<file path="config.mk">
export PLATFORM = sky130hd
export DESIGN_NAME = aes_hex_uart_formatter_flat
export DESIGN_NICKNAME = d
export VERILOG_FILES = /design/src/rtl/aes_hex_uart_formatter_if.sv /design/src/rtl/aes_hex_uart_formatter.sv /design/src/flat_wrapper.sv
export SDC_FILE = /design/constraint.sdc
export NUM_CORES = 1
export LEC_CHECK = 0
export CORE_ASPECT_RATIO = 1.4
export CORE_MARGIN = 3
export CORE_UTILIZATION = 47
export DETAILED_ROUTE_END_ITERATION = 16
export HOLD_SLACK_MARGIN = 0.08
export PLACE_DENSITY_LB_ADDON = 0.1
export SYNTH_ARGS = -nofsm -noshare
export SYNTH_HDL_FRONTEND = slang
export SYNTH_SLANG_ARGS = --single-unit
</file>
<file path="constraint.sdc">
create_clock -name sys_clk_i -period 2.76 [get_ports sys_clk_i]
set_input_delay 0.828 -clock sys_clk_i [delete_from_list [all_inputs] [get_ports sys_clk_i]]
set_output_delay 0.828 -clock sys_clk_i [all_outputs]
set_load 0.02 [all_outputs]
</file>
<file path="src/rtl/aes_hex_uart_formatter_if.sv">
// ---------------------------------------------------------------------------
// aes_hex_uart_formatter_if
// Bundles the block handshake and the UART write port of the hex formatter.
//   blk_valid_i / blk_ready_o / blk_data_i : AES result block handshake
//   uart_wr_o / uart_dat_o / uart_busy_i   : byte-wide UART transmitter port
//   done_o                                 : end-of-block pulse
// slave  : formatter side
// master : block producer / UART / observer side
// ---------------------------------------------------------------------------
interface aes_hex_uart_formatter_if #(
    parameter int unsigned NBYTES = 16
) ();
    logic                  blk_valid_i;
    logic [8*NBYTES-1:0]   blk_data_i;
    logic                  blk_ready_o;
    logic                  uart_wr_o;
    logic [7:0]            uart_dat_o;
    logic                  uart_busy_i;
    logic                  done_o;

    modport slave (
        input  blk_valid_i, blk_data_i, uart_busy_i,
        output blk_ready_o, uart_wr_o, uart_dat_o, done_o
    );

    modport master (
        output blk_valid_i, blk_data_i, uart_busy_i,
        input  blk_ready_o, uart_wr_o, uart_dat_o, done_o
    );
endinterface

</file>
<file path="src/rtl/aes_hex_uart_formatter.sv">
// ---------------------------------------------------------------------------
// aes_hex_uart_formatter
// Takes one AES result block and prints it to the UART as uppercase ASCII
// hex, most-significant nibble first, optionally followed by CR LF.
// One character per write strobe; each strobe is followed by a guard cycle
// and then the formatter waits for the UART busy flag to drop.
// Ports:
//   sys_clk_i  : system clock
//   sys_rstn_i : asynchronous active-low reset
//   bus        : block handshake, UART write port and done pulse (slave)
// ---------------------------------------------------------------------------
module aes_hex_uart_formatter #(
    parameter int unsigned NBYTES = 16,
    parameter bit          EOL_EN = 1'b1
) (
    input  logic                      sys_clk_i,
    input  logic                      sys_rstn_i,
    aes_hex_uart_formatter_if.slave   bus
);
    localparam int unsigned NHEX   = 2 * NBYTES;
    localparam int unsigned NCHARS = NHEX + (EOL_EN ? 2 : 0);
    localparam int unsigned IW     = $clog2(NCHARS);
    localparam logic [IW-1:0] LAST_IDX = IW'(NCHARS - 1);

    typedef enum logic [2:0] {
        S_IDLE,
        S_SEND,
        S_HOLD,
        S_WAIT,
        S_DONE
    } state_e;

    state_e              state_q, state_d;
    logic [IW-1:0]       idx_q, idx_d;
    logic [8*NBYTES-1:0] blk_q, blk_d;
    logic [7:0]          dat_q, dat_d;
    logic [IW-1:0]       idx_inc;

    // Character at position idx of a block: hex digits first, then CR, LF.
    function automatic logic [7:0] char_of(input logic [8*NBYTES-1:0] blk,
                                           input logic [IW-1:0]       idx);
        logic [3:0] nib;
        logic [7:0] ch;
        nib = '0;
        if (32'(idx) < NHEX) begin
            nib = 4'(blk >> (4 * (NHEX - 1 - 32'(idx))));
            ch  = (nib < 4'd10) ? (8'h30 + {4'h0, nib}) : (8'h37 + {4'h0, nib});
        end else if (32'(idx) == NHEX) begin
            ch = 8'h0D;
        end else begin
            ch = 8'h0A;
        end
        return ch;
    endfunction

    assign idx_inc = idx_q + IW'(1);

    // The character register is loaded on every transition into SEND, so the
    // byte is already valid in the strobe cycle and holds until the next one.
    always_comb begin
        state_d         = state_q;
        idx_d           = idx_q;
        blk_d           = blk_q;
        dat_d           = dat_q;
        bus.blk_ready_o = 1'b0;
        bus.uart_wr_o   = 1'b0;
        bus.done_o      = 1'b0;
        case (state_q)
            S_IDLE: begin
                bus.blk_ready_o = 1'b1;
                if (bus.blk_valid_i) begin
                    blk_d   = bus.blk_data_i;
                    idx_d   = '0;
                    dat_d   = char_of(bus.blk_data_i, '0);
                    state_d = S_SEND;
                end
            end
            S_SEND: begin
                bus.uart_wr_o = 1'b1;
                state_d       = S_HOLD;
            end
            S_HOLD: begin
                // UART busy rises one cycle after the strobe; do not sample yet.
                state_d = S_WAIT;
            end
            S_WAIT: begin
                if (!bus.uart_busy_i) begin
                    if (idx_q == LAST_IDX) begin
                        state_d = S_DONE;
                    end else begin
                        idx_d   = idx_inc;
                        dat_d   = char_of(blk_q, idx_inc);
                        state_d = S_SEND;
                    end
                end
            end
            S_DONE: begin
                bus.done_o = 1'b1;
                state_d    = S_IDLE;
            end
            default: state_d = S_IDLE;
        endcase
    end

    always_ff @(posedge sys_clk_i or negedge sys_rstn_i) begin
        if (!sys_rstn_i) begin
            state_q <= S_IDLE;
            idx_q   <= '0;
            blk_q   <= '0;
            dat_q   <= '0;
        end else begin
            state_q <= state_d;
            idx_q   <= idx_d;
            blk_q   <= blk_d;
            dat_q   <= dat_d;
        end
    end

    assign bus.uart_dat_o = dat_q;

endmodule
</file>
<file path="src/flat_wrapper.sv">
// flat-port wrapper written by rule: the top's interface ports become plain ports
module aes_hex_uart_formatter_flat 
#(
    parameter int unsigned NBYTES = 16,
    parameter bit          EOL_EN = 1'b1
)
  (sys_clk_i, sys_rstn_i, bus_blk_valid_i, bus_blk_data_i, bus_uart_busy_i, bus_blk_ready_o, bus_uart_wr_o, bus_uart_dat_o, bus_done_o);
  aes_hex_uart_formatter_if #(.NBYTES(NBYTES)) bus_i ();
  input  logic sys_clk_i;
  input  logic sys_rstn_i;
  input wire logic [$bits(bus_i.blk_valid_i)-1:0] bus_blk_valid_i;
  input wire logic [$bits(bus_i.blk_data_i)-1:0] bus_blk_data_i;
  input wire logic [$bits(bus_i.uart_busy_i)-1:0] bus_uart_busy_i;
  output wire logic [$bits(bus_i.blk_ready_o)-1:0] bus_blk_ready_o;
  output wire logic [$bits(bus_i.uart_wr_o)-1:0] bus_uart_wr_o;
  output wire logic [$bits(bus_i.uart_dat_o)-1:0] bus_uart_dat_o;
  output wire logic [$bits(bus_i.done_o)-1:0] bus_done_o;
  assign bus_i.blk_valid_i = bus_blk_valid_i;
  assign bus_i.blk_data_i = bus_blk_data_i;
  assign bus_i.uart_busy_i = bus_uart_busy_i;
  assign bus_blk_ready_o = bus_i.blk_ready_o;
  assign bus_uart_wr_o = bus_i.uart_wr_o;
  assign bus_uart_dat_o = bus_i.uart_dat_o;
  assign bus_done_o = bus_i.done_o;
  aes_hex_uart_formatter #(.NBYTES(NBYTES), .EOL_EN(EOL_EN)) u_core (.sys_clk_i(sys_clk_i), .sys_rstn_i(sys_rstn_i), .bus(bus_i));
endmodule
</file>
==> summary.txt <==
Net Sw Frac: 35.59%
Critical Path, Cell by Cell: buf_4 -> ha_2 -> xnor2_4 -> buf_4 -> mux2_2 -> nor3b_1 -> o41ai_2 -> o211ai_2 -> buf_4 -> and2_1 -> nor3b_2 -> o32a_1
antenna cells: 0
status: finished clean
CP dominant cell by count: buf_4
internal power: 7.550 mW
total die area: 0.01617 mm²
leakage power: 4.578 nW
CP delay by family, top: compound AO/OA/AOI/OAI gates
Final Hold Vio Count: 0
Vias/cell: 5.197
Iter 0 DRT Violations: 341
switching pwr: 4.172 mW
Net Count, Synth: 875
commonest non-fill, non-tap cell in the layout: nand2_1
antenna viol nets, final: 0
Seq pwr share: 33.4%
Slew Limit Fails: 0
Arr. time, crit path: 3.04 ns
Root Driver: clkbuf_16
Tcrit/Tclk final: 99.56%
GRT Total Usage: 23.39%
final setup margin: 0.01212 ns
DR vias: 5732
Nets: 1042
hold crit path type: in2async
most frequent cells in the layout: nand2_1 (391), dfrtp_1 (143), clkdlybuf4s50_1 (140)
pre-CTS setup slack: -0.05672 ns
largest stage delay on the critical path: 0.39 ns
grt ovf: 0
total CTS buffers: 17
post-route minimum period: 2.748 ns
drt first pass iters: 4
yosys warns: 0
cell count after synthesis: 739
Seq cells post-synth: 144
Area Growth Syn to Fin: 38.00%
Avg Inst Size Synth: 9.326 µm²
routed len/inst: 16.52 µm
share of layout cells above drive strength 1: 15.36%
setup TNS: 0 ns
routed wire length: 18230 µm
Crit-path slowest cell: dfrtp_1
H-tree Lvls: 4
CTS clk-pin slew, worst paths: 0.06 ns
I/O pin cnt: 143
Worst VDD drop: 0.0006961 V
Comb pwr share: 47.1%
insertion delay to the later sink of the worst-skew pair: 0.42 ns
most frequently used flop master after synthesis: dfrtp_1
Setup CP Type: reg2reg
unrepaired setup endpoints after global routing: yes
Slew headroom: 57.86%
final setup violating endpoints: 0
Mapped Area: 0.006892 mm²
pin count of the biggest net entering global routing: 72
Setup crit start kind: flip-flop
sequential area share after synthesis: 52.29%
first-pass GRT wire length: 28890 µm
maximum root-to-sink buffer count: 2
clk sinks: 144
port bufs: 141
asr flop ratio synth: 100.0%
Die H: 149.3 µm
fin cells: 1103
leading area contributor after synthesis: dfrtp_1
CTS tree: yes
power density over cell area: 1232 mW/mm²
Core Area: 0.01417 mm²
drc violations: 0
Synth area leaders: dfrtp_1 (52%), nand2_1 (21%), mux4_2 (11%)
MaxCap Viol Count: 0
Unique masters post-synth: 47
post-DP HPWL: 13090 µm
CP max FO: 4
Die Wd: 108.3 µm
placed cells: 1057
fillers: 1175
CP Data Required Time: 3.05 ns
effective utilization at floorplan: 48.65%
Post-synth EDFFs: 0
Clock Skew: 0.01276 ns
# hold bufs at CTS: 0
vias in the first global route: 5839
critical path endpoint category: flip-flop
Max Freq: 0.3639 GHz
Worst Max-Slew Pin Slew: 0.6255 ns
worst path buffer plus inverter count: 3
FP Rows: 51
Placer Congestion: 0.8357
clock share of power: 19.6%
top cell type's share of synthesized area: 52.29%
initial antenna violation count: 0
[cell families after synthesis]
family / Yosys count / synth area share, %
xor+xnor: 7 / 1.162
mux: 43 / 12.51
other cells: 1 / 0.05441
simple gates: 438 / 24.91
flops: 144 / 52.29
fa+ha+maj: 4 / 0.7262
compound gates: 52 / 4.938
buf+inv: 50 / 3.413
[metrics by stage]
stage	hold WS, ns	util [%]	power [mW]	instance area, µm²
floorplan	0.4379	-	7.029	6919
global placement	0.4558	61.49	8.692	8711
detailed placement	0.4575	61.49	8.873	8711
CTS	0.3388	65.89	11.35	9334
global route	0.3494	67.13	12.51	9510
finish	0.3367	67.13	11.72	9510
[power groups by stage]
stage	clock [mW]	combinational (mW)	sequential, mW
2_1_floorplan	0	3.39	3.64
3_3_place_gp	0	4.78	3.91
3_5_place_dp	0	4.96	3.91
4_1_cts	2.33	5.11	3.91
5_1_grt	2.42	6.08	4.01
6_report	2.29	5.52	3.91
[final timing paths]
| path | from | endpoint | slack [ns] | cells past startpoint |
|---|---|---|---|---|
| min in group sys_clk_i | u_core.blk_q[61]$_DFFE_PN0P_ | u_core.blk_q[61]$_DFFE_PN0P_ | 0.47 | 2 |
| max | u_core.idx_q[1]$_DFFE_PN0P_ | u_core.bus.uart_dat_o[2]$_DFFE_PN0P_ | 0.01 | 12 |
| max in group asynchronous | sys_rstn_i | u_core.blk_q[119]$_DFFE_PN0P_ | 1.67 | 2 |
| max reg2reg | u_core.idx_q[1]$_DFFE_PN0P_ | u_core.bus.uart_dat_o[2]$_DFFE_PN0P_ | 0.01 | 12 |
| min reg2reg | u_core.blk_q[61]$_DFFE_PN0P_ | u_core.blk_q[61]$_DFFE_PN0P_ | 0.47 | 2 |
| min | sys_rstn_i | u_core.blk_q[99]$_DFFE_PN0P_ | 0.34 | 1 |
[routing by layer]
metal / routed length (µm) / GRT usage [%] / vias to the layer above / part of all wire [%]
met2: 9834 / 41.19 / 170 / 54
li1: - / - / 2752 / -
met5: 0 / 0 / - / 0
met4: 397 / 8.528 / 0 / 2.2
met1: 7136 / 28.28 / 2783 / 39
met3: 857 / 4.677 / 27 / 4.7
[cell usage after synthesis (all sizes together) (2+ instances only)]
library cell and number:
clkbuf 31, and2 4, nand2 392, a31oi 5
dfrtp 144, inv 7, o31ai 2, a211oi 2
nor2b 5, o211ai 3, xnor2 4, ha 4
nor3b 3, xor2 3, mux4 34, mux2 2
mux2i 7, nand3 10, o21ai 18, buf 12
a21oi 10, nand3b 2, a221oi 2, nor2 16
[final cells by class]
type	count	area (µm²)	share of cell area (%)
clock buffer	18	439.2	4.618
timing repair buffer	191	1917	20.16
tap	185	231.5	2.434
clock inverter	13	151.4	1.592
inverter	7	26.28	0.2763
multi-input combinational	545	3141	33.02
sequential	144	3605	37.90
[sequential cells by signal, indices dropped and copies added, names as in the netlist]
| name | count |
|---|---|
| u_core.blk_q | 128 |
| u_core.idx_q | 6 |
| u_core.state_q | 3 |
| u_core.bus.uart_dat_o | 7 |
[repair_timing]
action / 4_1_cts / 5_1_grt
gates cloned: 0 / 1
setup endpoints to repair: 2 / 8
setup buffers: 3 / 11
gates resized for setup: 3 / 16
pin swaps: 3 / 12
Power figures use the tool's default switching activity.
